===== src/rtl/util_mw_dac_bridge_buf.sv =====
`default_nettype none
// ============================================================================
// Module   : util_mw_dac_bridge_buf
// Purpose  : DMA-to-DAC bridge with a user-IP return FIFO and a bypass path.
// Revision : 1.0 - initial release
// ============================================================================
module util_mw_dac_bridge_buf #(
   parameter int DATA_WIDTH = 16,
   parameter int NUM_CHAN   = 4,
   parameter int DEPTH_LOG2 = 4
) (
   input  logic                           clk,
   input  logic                           rst,
   input  logic [NUM_CHAN-1:0]            dac_valid_in,
   input  logic [NUM_CHAN-1:0]            dac_enable,
   input  logic [DATA_WIDTH*NUM_CHAN-1:0] dmac_in,
   output logic                           bridge_enable_out,
   output logic                           bridge_valid_out,
   output logic [DATA_WIDTH*NUM_CHAN-1:0] bridge_out,
   input  logic                           bridge_valid_in,
   input  logic [DATA_WIDTH*NUM_CHAN-1:0] bridge_in,
   input  logic                           bypass,
   input  logic                           clear_status,
   output logic                           dac_valid,
   output logic [DATA_WIDTH*NUM_CHAN-1:0] dac_data,
   output logic [DEPTH_LOG2:0]            fill_level,
   output logic [1:0]                     state,
   output logic                           underflow,
   output logic                           overflow
);

   localparam int                  c_WORD_W  = DATA_WIDTH * NUM_CHAN;
   localparam int                  c_DEPTH_N = 1 << DEPTH_LOG2;
   localparam logic [DEPTH_LOG2:0] c_DEPTH   = (DEPTH_LOG2+1)'(c_DEPTH_N);
   localparam logic [DEPTH_LOG2:0] c_HALF    = (DEPTH_LOG2+1)'(c_DEPTH_N / 2);
   localparam logic [DEPTH_LOG2:0] c_FILL_ONE = (DEPTH_LOG2+1)'(1);
   localparam logic [DEPTH_LOG2-1:0] c_PTR_ONE = DEPTH_LOG2'(1);

   typedef enum logic [1:0] {
      S_IDLE = 2'b00,
      S_FILL = 2'b01,
      S_RUN  = 2'b10
   } state_t;

   state_t                r_state;
   state_t                w_state_nxt;
   logic [c_WORD_W-1:0]   r_mem [0:c_DEPTH_N-1];
   logic [DEPTH_LOG2-1:0] r_wr_ptr;
   logic [DEPTH_LOG2-1:0] r_rd_ptr;
   logic [DEPTH_LOG2:0]   r_fill;
   logic [c_WORD_W-1:0]   r_dac_data;
   logic                  r_underflow;
   logic                  r_overflow;

   logic                  w_full;
   logic                  w_empty;
   logic                  w_wr_try;
   logic                  w_rd_try;
   logic                  w_wr;
   logic                  w_rd;
   logic                  w_underflow_ev;
   logic                  w_overflow_ev;
   logic [c_WORD_W-1:0]   w_load_src;
   logic [c_WORD_W-1:0]   w_load_data;

   assign bridge_enable_out = |dac_enable;
   assign bridge_valid_out  = |dac_valid_in;
   assign dac_valid         = |dac_valid_in;
   assign bridge_out        = dmac_in;

   assign w_full  = (r_fill == c_DEPTH);
   assign w_empty = (r_fill == '0);

   assign w_wr_try       = bridge_valid_in & ~bypass & (r_state != S_IDLE);
   assign w_rd_try       = dac_valid & ~bypass & (r_state == S_RUN);
   assign w_rd           = w_rd_try & ~w_empty;
   // A full FIFO still accepts a write when the head is popped on the same edge
   assign w_wr           = w_wr_try & (~w_full | w_rd);
   assign w_underflow_ev = w_rd_try & w_empty;
   assign w_overflow_ev  = w_wr_try & w_full & ~w_rd;

   assign w_load_src = bypass ? bridge_in : r_mem[r_rd_ptr];

   for (genvar n = 0; n < NUM_CHAN; n++) begin : g_lane
      assign w_load_data[n*DATA_WIDTH +: DATA_WIDTH] =
         dac_enable[n] ? w_load_src[n*DATA_WIDTH +: DATA_WIDTH] : '0;
   end

   always_comb begin
      w_state_nxt = r_state;
      if (!bridge_enable_out || bypass) begin
         w_state_nxt = S_IDLE;
      end else begin
         case (r_state)
            S_IDLE:  w_state_nxt = S_FILL;
            S_FILL:  if (r_fill >= c_HALF) w_state_nxt = S_RUN;
            S_RUN:   if (w_underflow_ev) w_state_nxt = S_FILL;
            default: w_state_nxt = S_IDLE;
         endcase
      end
   end

   always_ff @(posedge clk or posedge rst) begin
      if (rst) begin
         r_state <= S_IDLE;
      end else begin
         r_state <= w_state_nxt;
      end
   end

   always_ff @(posedge clk) begin
      if (w_wr) begin
         r_mem[r_wr_ptr] <= bridge_in;
      end
   end

   // IDLE holds the FIFO flushed so every FILL starts from an empty buffer
   always_ff @(posedge clk or posedge rst) begin
      if (rst) begin
         r_wr_ptr <= '0;
         r_rd_ptr <= '0;
         r_fill   <= '0;
      end else if (r_state == S_IDLE) begin
         r_wr_ptr <= '0;
         r_rd_ptr <= '0;
         r_fill   <= '0;
      end else begin
         if (w_wr) r_wr_ptr <= r_wr_ptr + c_PTR_ONE;
         if (w_rd) r_rd_ptr <= r_rd_ptr + c_PTR_ONE;
         case ({w_wr, w_rd})
            2'b10:   r_fill <= r_fill + c_FILL_ONE;
            2'b01:   r_fill <= r_fill - c_FILL_ONE;
            default: r_fill <= r_fill;
         endcase
      end
   end

   always_ff @(posedge clk or posedge rst) begin
      if (rst) begin
         r_dac_data <= '0;
      end else if (bypass) begin
         if (bridge_valid_in) r_dac_data <= w_load_data;
      end else if (w_rd) begin
         r_dac_data <= w_load_data;
      end
   end

   always_ff @(posedge clk or posedge rst) begin
      if (rst) begin
         r_underflow <= 1'b0;
         r_overflow  <= 1'b0;
      end else begin
         if (w_underflow_ev)    r_underflow <= 1'b1;
         else if (clear_status) r_underflow <= 1'b0;
         if (w_overflow_ev)     r_overflow  <= 1'b1;
         else if (clear_status) r_overflow  <= 1'b0;
      end
   end

   assign dac_data   = r_dac_data;
   assign fill_level = r_fill;
   assign state      = r_state;
   assign underflow  = r_underflow;
   assign overflow   = r_overflow;

endmodule
`default_nettype wire


===== config.mk =====
export PLATFORM = sky130hd
export DESIGN_NAME = util_mw_dac_bridge_buf
export DESIGN_NICKNAME = d
export VERILOG_FILES = /design/src/rtl/util_mw_dac_bridge_buf.sv
export SDC_FILE = /design/constraint.sdc
export NUM_CORES = 1
export LEC_CHECK = 0
export CORE_MARGIN = 5
export CORE_UTILIZATION = 53
export DETAILED_ROUTE_END_ITERATION = 7
export PLACE_DENSITY = 0.75
export SLEW_MARGIN = 30
export SYNTH_ARGS = -nofsm -noshare
export SYNTH_HDL_FRONTEND = slang
export SYNTH_SLANG_ARGS = --single-unit
export TNS_END_PERCENT = 100

===== constraint.sdc =====
create_clock -name clk -period 8 [get_ports clk]
set_clock_uncertainty 0.1 [all_clocks]
set_input_delay 1.6 -clock clk [delete_from_list [all_inputs] [get_ports clk]]
set_output_delay 1.6 -clock clk [all_outputs]
set_load 0.02 [all_outputs]

==> results.toml, run 1 <==
[hold_path]
worstHoldPathType = "reg2reg"
min_path_cells = 1

[critical_path]
cp_max_fo = 5
critPathArrivalTime_ps = 3510
regToRegSetupSlack_ps = 4040
r2r_cells = 6
cpPeakStageDelay_ps = 630
cp.depth = 4
path_buf_inv = 3
cp_cell_sequence = "clkdlybuf4s50_1, nor4_2, inv_1, clkdlybuf4s50_1"
critical_path.top_delay_family = "buffers and inverters"
cp-start-kind = "input port"
endpoint_kind = "output pin"
crit_top_cell = "clkdlybuf4s50_1"
required_ps = 6300
critPathKind = "in2out"
slowest_stage = "clkdlybuf4s50_1"

[die]
start_util_pct = 53.26
rows = 104
ios = 281
dieArea_um2 = 86470
core_um2 = 80290
die_x_um = 294.1
chipHeight_um = 294.1

[power]
finalPower_mw = 11.99
ir_drop_mv = 0.1885
leakage_nw = 15.26
p_per_area_nw_per_um2 = 246.3

[drt]
drc = 0
dr.pass1.iters = 5
top_layer = "met5"
totalWireLength_um = 97360
met3_length_um = 8538
viasPerCell = 6.382
drt-initial-drc-count = 2508
wl_met1_um = 36410
drtAntennaViolNets = 0
wire_per_inst_um = 29.77
dr_total_vias = 20870
route.met2.wl_um = 48940

[clocking]
cts_tree = "built"
cts.sinks = 1105
cts_resized = 0
post_cts_buffers = 0
root_buffer = "clkbuf_16"
cts_buffers = 104
clock_latency_ps = 670
holdBufCountCts = 0
htreeDepth = 3
clk_pin_slew_ps = 60
cts_buffer_depth = 3

[cells_and_area]
postLayoutCoreUtil_pct = 60.62
layout_common_cells = "1024 x edfxtp_1, 256 x mux4_2, 151 x clkdlybuf4s50_1"
layout_commonest_cell = "edfxtp_1"
area_delta_synth_final_pct = 13.80
nNetsFinal = 2264
drive_gt1_share_pct = 22.71

[grt]
grt_pass1_vias = 22020
grt_overflow = 0
grt_max_degree = 105
grt_use_total_pct = 22.53
grt_pass1_wl_um = 145000
antenna_found_initial = 5

[yosys]
synth_edf_count = 1024
ys_seq_elements = 1105
synth_top_area_cell = "edfxtp_1"
yosys_most_used_dff = "edfxtp_1"
syn_avg_cell_area_um2 = 21.41
synthTopCellsByArea = "edfxtp_1 72%, mux4_2 13%, dfrtp_1 4.7%, a22o_1 2.6%, a221oi_1 1.3%"
synth_nets = 2145
yosysUniqueCellTypes = 50
netlist_instances = 1997
async_flop_share_pct = 7.330
yosys_warnings = 0
seq_area_frac_synth_pct = 76.64
syn-cell-area_um2 = 42760
netlist.area_leader.share_pct = 71.90

[timing]
fin_crit_ps = 5207
hold_viol = 0
rsz0062_at_grt = "false"
holdWs_ps = 405.5
slew_headroom_pct = 33.25
worst_slack_ps = 2793
setup-tns-final_ps = 0
fmax_mhz = 192.0
setup_viol = 0
tightest_slew_ps = 1001
post-route-period-util_pct = 65.09
slew_violations = 0

[place]
routabilityCongestion = 0.7481
hpwlAfterDp_um = 52560
portBuffers = 152
pre_cts_ws_ps = 2748

[run_status]
status = "finished clean"

[run]
max-cap-violations = 0
==> metrics by stage <==
stage	area, µm²	std cells
floorplan	42760	1997
global placement	44980	3068
detailed placement	45020	3069
CTS	48640	3265
global route	48660	3269
finish	48670	3270
==> cell usage after synthesis, types with 3 or more instances <==
library cell and number:
ha_1 7, a21oi_1 5, and3_1 7, xnor2_1 3
o21ai_0 52, nor2_1 17, o21ai_1 15, nor3_1 5
edfxtp_1 1024, nand2_1 75, buf_6 16, nand3_1 5
clkbuf_1 59, buf_2 26, o22ai_1 4, buf_4 72
buf_1 7, dfrtp_1 81, mux2i_1 3, clkbuf_2 4
nor4_1 6, a22o_1 128, and2_1 6, a221oi_1 62
inv_1 14, mux4_2 256, xor2_1 5, nor2b_1 6
==> layout make-up <==
type                    instances  area (µm²)
multi-input cells             694        8949
clock inverters                70       838.3
diodes                          4       10.01
repair buffers                197        1927
clock buffers                 126        2778
well taps                    1060        1326
inverters                      14       55.05
flip-flops and latches       1105       32780
fillers                      5294       31620
==> cells by family after synthesis <==
logic type	count (synthesis)	share of synthesized area, %
compound gates	279	5.120
mux	259	13.55
flops	1105	76.64
buf+inv	198	2.739
fa+ha+maj	7	0.2048
simple gates	141	1.577
xor+xnor	8	0.1638
==> worst paths after layout <==
path / startpoint / to
setup reg to reg: state[0] / r_mem[5][41]
hold / removal: dac_data[0] / dac_data[0]
setup / recovery: dac_valid_in[1] / dac_valid
hold reg to reg: dac_data[0] / dac_data[0]
max in group asynchronous: rst / dac_data[43]
min in group asynchronous: rst / fill_level[0]
==> sequential cells by signal (all words and copies together) (netlist names) <==
| name | count |
|---|---|
| dac_data | 64 |
| fill_level | 5 |
| overflow | 1 |
| r_mem | 1024 |
| r_rd_ptr | 4 |
| r_wr_ptr | 4 |
| state | 2 |
| underflow | 1 |
==> worst reg2reg max path, stage by stage (launching register included) <==
cell	delay, ps
dfrtp_1	550
nor2_1	290
nor3b_2	520
nand2_1	380
nor3b_1	480
and2_4	430
buf_4	800
==> metal layers <==
metal,track usage [%],up-vias
met1,30.11,10950
met3,4.943,229
met2,36.88,1117
met4,8.756,2
li1,-,8572
met5,0,-
==> power breakdown <==
part	switching, mW	total, mW	internal (mW)
registers	0.0387	6.41	6.37
logic	0.246	0.404	0.158
clock network	2.14	5.18	3.04
Power figures use the tool's default switching activity.
==> run 2: changes to the inputs <==
--- a/config.mk
+++ b/config.mk
@@ -6,9 +6,9 @@
 export NUM_CORES = 1
 export LEC_CHECK = 0
 export CORE_MARGIN = 5
-export CORE_UTILIZATION = 53
+export CORE_UTILIZATION = 59
 export DETAILED_ROUTE_END_ITERATION = 7
-export PLACE_DENSITY = 0.75
+export PLACE_DENSITY = 0.79
 export SLEW_MARGIN = 30
 export SYNTH_ARGS = -nofsm -noshare
 export SYNTH_HDL_FRONTEND = slang
==> constraint.sdc (replaced) <==
create_clock -name clk -period 5 [get_ports clk]
set_clock_uncertainty 0.1 [all_clocks]
set_input_delay 1 -clock clk [delete_from_list [all_inputs] [get_ports clk]]
set_output_delay 1 -clock clk [all_outputs]
set_load 0.02 [all_outputs]
==> run 2 against run 1 <==
  * Critical path depth did not move
  * Register-to-register slack got worse by 2500 ps
  * Critical path type unchanged
  * Worst setup slack got worse by 1700 ps
  * Sequential power rose by 59%
  * Via count rose by 5.1%
  * Total power rose by 55%
  * Sequential share of layout area barely moved
  * Combinational power rose by 66%
  * Global-route usage rose by 4.5 points
  * Critical endpoint is now bridge_valid_out
  * Sequential cell count did not move
==> results.toml, run 2 (same netlist as run 1, synthesis figures left out) <==
[critical_path]
critPathArrivalTime_ps = 2790
cpPeakStageDelay_ps = 600
r2r_start = "state[0]"
cp_max_fo = 5
regToRegSetupSlack_ps = 1550
cp-start-kind = "input port"
timing.rr.end = "r_mem[7][18]"
crit_top_cell = "clkdlybuf4s50_1"
endpoint_kind = "output pin"
slowest_stage = "clkdlybuf4s50_1"
r2r_cells = 5
critPathKind = "in2out"
cp_cell_sequence = "clkdlybuf4s50_1, nor4_2, inv_1, clkdlybuf4s50_1"
crit_end = "bridge_valid_out"
crit_start = "dac_valid_in[1]"
required_ps = 3900

[timing]
post-route-period-util_pct = 77.82
hold_viol = 0
tightest_slew_ps = 963.7
fmax_mhz = 257.0
setup-tns-final_ps = 0
worst_slack_ps = 1109
slew_violations = 0
rsz0062_at_grt = "false"
fin_crit_ps = 3891
setup_viol = 0
slew_headroom_pct = 35.51

[run]
max-cap-violations = 0

[die]
ios = 281
die_x_um = 279.2
dieArea_um2 = 77970
start_util_pct = 59.62
rows = 98
core_um2 = 71730
chipHeight_um = 279.2

[cells_and_area]
top_register = "r_mem"
area_delta_synth_final_pct = 13.77
nNetsFinal = 2282
layout_commonest_cell = "edfxtp_1"
drive_gt1_share_pct = 23.16
layout_common_cells = "1024 x edfxtp_1, 256 x mux4_2, 151 x clkdlybuf4s50_1"
instances_no_fill = 3173
largest_reg_flops = 1024

[grt]
grt_pass1_vias = 22790
grt_pass1_wl_um = 154800
grt_overflow = 0
antenna_found_initial = 8
grt_max_degree = 73
grt_use_total_pct = 26.99

[drt]
viasPerCell = 6.910
drt-initial-drc-count = 3103
dr_total_vias = 21930
totalWireLength_um = 105000
dr.pass1.iters = 5
drc = 0
drtAntennaViolNets = 0
wire_per_inst_um = 33.08

[clocking]
root_buffer = "clkbuf_16"
clk_pin_slew_ps = 60
cts.sinks = 1105
holdBufCountCts = 0
cts_tree = "built"
clock_latency_ps = 670
cts_resized = 0
cts_buffer_depth = 3
cts_buffers = 103
htreeDepth = 3
post_cts_buffers = 0

[place]
routabilityCongestion = 0.8276
dp.cells = 2979
portBuffers = 152
pre_cts_ws_ps = 689.6
hpwlAfterDp_um = 56780

[power]
ir_drop_mv = 0.2690
leakage_nw = 15.28
p_per_area_nw_per_um2 = 383.0
finalPower_mw = 18.64

[run_status]
status = "finished clean"

[hold_path]
worstHoldPathType = "reg2reg"
min_path_cells = 1
==> run 2: cell count changes in the layout (fill, tap and decap cells not counted), sizes merged <==
cell      delta
buf         +19
bufinv       -9
clkbuf       +4
clkinvlp     +2
inv          -2
clkinv       -1
==> run 2: layout make-up <==
| class | count | area (µm²) |
|---|---|---|
| sequential | 1105 | 32780 |
| fill | 4124 | 23080 |
| multi-input combinational | 694 | 8984 |
| clock buffer | 130 | 2749 |
| timing repair buffer | 216 | 2315 |
| tap | 950 | 1189 |
| clock inverter | 60 | 566.8 |
| inverter | 14 | 55.05 |
| antenna | 4 | 10.01 |
==> run 2: per-stage QoR <==
| stage | utilization, % | instance area (µm²) | hold slack, ps |
|---|---|---|---|
| 3_5_place_dp | 63.19 | 45330 | 389.9 |
| 5_1_grt | 67.82 | 48650 | 417.4 |
| 6_report | 67.82 | 48650 | 408.5 |
| 4_1_cts | 67.81 | 48640 | 407.2 |
| 2_1_floorplan | - | 42800 | 451.4 |
| 3_3_place_gp | 63.10 | 45260 | 386.9 |
==> run 2: power by group <==
group | switching (mW) | internal [mW]
clock network | 3.39 | 4.33
logic | 0.413 | 0.256
registers | 0.0621 | 10.2
total | 3.86 | 14.8
==> run 2: how the worst min path moves through the flow <==
stage / slack (ps) / end / from
4_1_cts: 410 / dac_data[19] / dac_data[19]
3_3_place_gp: 390 / dac_data[11] / dac_data[11]
2_1_floorplan: 450 / r_wr_ptr[1] / r_wr_ptr[1]
5_1_grt: 420 / dac_data[9] / dac_data[9]
3_5_place_dp: 390 / dac_data[9] / dac_data[9]
6_report: 410 / dac_data[9] / dac_data[9]
==> run 2: routing by layer <==
metal	share of wire [%]	routed length [µm]	track usage, %
met5	0.051	54	0
met4	3.6	3776	10.11
met3	10	10460	4.607
met2	51	53530	44.95
met1	35	37140	36.70
==> run 2: worst max-delay path: cells and delay by family <==
kind | cells | cell delay (ps)
buffers and inverters | 3 | 1250
AND/OR/NAND/NOR | 1 | 540
==> run 3: changes to the inputs <==
==> constraint.sdc (replaced) <==
create_clock -name clk -period 3.9 [get_ports clk]
set_clock_uncertainty 0.1 [all_clocks]
set_input_delay 0.78 -clock clk [delete_from_list [all_inputs] [get_ports clk]]
set_output_delay 0.78 -clock clk [all_outputs]
set_load 0.02 [all_outputs]
==> run 3 against run 2 <==
  * Sequential share of layout area is 0.35 points lower
  * Core utilization is 0.35 points higher
  * Register-to-register slack worse by 680 ps
  * Wire length is 1.7% higher
  * Sequential cell count stayed put
  * Cell count is 0.35% higher
  * Design area is 0.52% higher
==> results.toml, run 3 (same netlist as run 1, synthesis figures left out) <==
[die]
ios = 281
dieArea_um2 = 77970
die_x_um = 279.2
core_um2 = 71730
start_util_pct = 59.62
rows = 98
chipHeight_um = 279.2

[place]
dp.cells = 2985
hpwlAfterDp_um = 56460
portBuffers = 152
routabilityCongestion = 0.7842

[cells_and_area]
instances_no_fill = 3184
layout_commonest_cell = "edfxtp_1"
drive_gt1_share_pct = 23.08
largest_reg_flops = 1024
layout_common_cells = "1024 x edfxtp_1, 256 x mux4_2, 151 x clkdlybuf4s50_1"
top_register = "r_mem"
nNetsFinal = 2289
area_delta_synth_final_pct = 14.36

[critical_path]
required_ps = 3020
timing.rr.end = "fill_level[2]"
cpPeakStageDelay_ps = 640
crit_top_cell = "clkdlybuf4s50_1"
regToRegSetupSlack_ps = 870
critical_path.top_delay_family = "buffers and inverters"
r2r_cells = 8
cp-start-kind = "input port"
cp_cell_sequence = "clkdlybuf4s50_1, nor4_2, inv_1, buf_4, clkdlybuf4s50_1"
path_buf_inv = 4
critPathArrivalTime_ps = 2750
cp_max_fo = 4
slowest_stage = "nor4_2"
critPathKind = "in2out"
endpoint_kind = "output pin"
r2r_start = "fill_level[1]"

[power]
p_per_area_nw_per_um2 = 498.5
leakage_nw = 15.35
ir_drop_mv = 0.4389

[grt]
grt_pass1_wl_um = 157000
grt_use_total_pct = 27.38
grt_overflow = 0
antenna_found_initial = 4
grt_max_degree = 89
grt_pass1_vias = 22870

[hold_path]
whs_endpoint = "dac_data[2]"
worstHoldStart = "dac_data[2]"
min_path_cells = 1
worstHoldPathType = "reg2reg"

[timing]
post-route-period-util_pct = 92.98
fmax_mhz = 275.8
hold_viol = 0
slew_violations = 0
slew_headroom_pct = 33.40
holdWs_ps = 402.5
rsz0062_at_grt = "false"
tightest_slew_ps = 995.4
setup-tns-final_ps = 0
setup_viol = 0
fin_crit_ps = 3626

[drt]
drtAntennaViolNets = 0
dr_total_vias = 22220
drt-initial-drc-count = 3131
viasPerCell = 6.980
dr.pass1.iters = 5
drc = 0
wire_per_inst_um = 33.52
totalWireLength_um = 106700

[clocking]
cts.sinks = 1105
cts_buffers = 104
holdBufCountCts = 0
clk_pin_slew_ps = 60
cts_buffer_depth = 3
post_cts_buffers = 0
cts_resized = 0
htreeDepth = 3
cts_tree = "built"
root_buffer = "clkbuf_16"
clock_latency_ps = 670

[run_status]
status = "finished clean"

[run]
max-cap-violations = 0
run 3: metrics by stage:
stage	total power, mW	setup WS [ps]	util, %	instance area, µm²
2_1_floorplan	13.80	-355.9	-	42900
3_3_place_gp	14.19	94.96	63.21	45340
3_5_place_dp	14.23	55.51	63.31	45410
4_1_cts	24.44	204.0	68.17	48900
5_1_grt	25.06	198.4	68.18	48900
6_report	24.38	273.8	68.18	48910
run 3: power breakdown:
| part | total (mW) | internal (mW) | switching (mW) |
|---|---|---|---|
| clock network | 10.4 | 5.96 | 4.41 |
| registers | 13.1 | 13.1 | 0.0744 |
| logic | 0.870 | 0.331 | 0.539 |
run 3: worst max path at each step:
stage | start | to | slack (ps) | cells past startpoint
floorplan | bypass | r_mem[1][0] | -360 | 5
global placement | dac_valid_in[0] | fill_level[2] | 90 | 10
detailed placement | dac_valid_in[0] | fill_level[2] | 60 | 10
CTS | dac_valid_in[0] | bridge_valid_out | 200 | 5
global route | dac_valid_in[0] | bridge_valid_out | 200 | 5
finish | dac_valid_in[0] | bridge_valid_out | 270 | 5
run 3: cell type report:
class                   instances  area, µm²
flip-flops and latches       1105      32780
fillers                      4084      22830
multi-input cells             694       8994
clock buffers                 132       2759
repair buffers                222       2390
well taps                     950       1189
clock inverters                64      728.2
inverters                      14      55.05
diodes                          3      7.507
run 3: worst reg2reg max path, cell delays in order, from the launching register on:
cell,delay (ps)
dfrtp_1,480
nor4_4,500
and2_1,340
nor2_1,130
xor2_1,170
ha_1,240
or4_1,520
a22oi_1,220
mux2i_1,250
run 3: per-layer routing:
layer | wire [µm] | vias up | global-route usage (%)
met5 | 9 | - | 0
met4 | 4084 | 2 | 10.46
met3 | 10220 | 297 | 4.482
met2 | 53850 | 1660 | 44.99
met1 | 38570 | 11620 | 37.87
li1 | - | 8642 | -
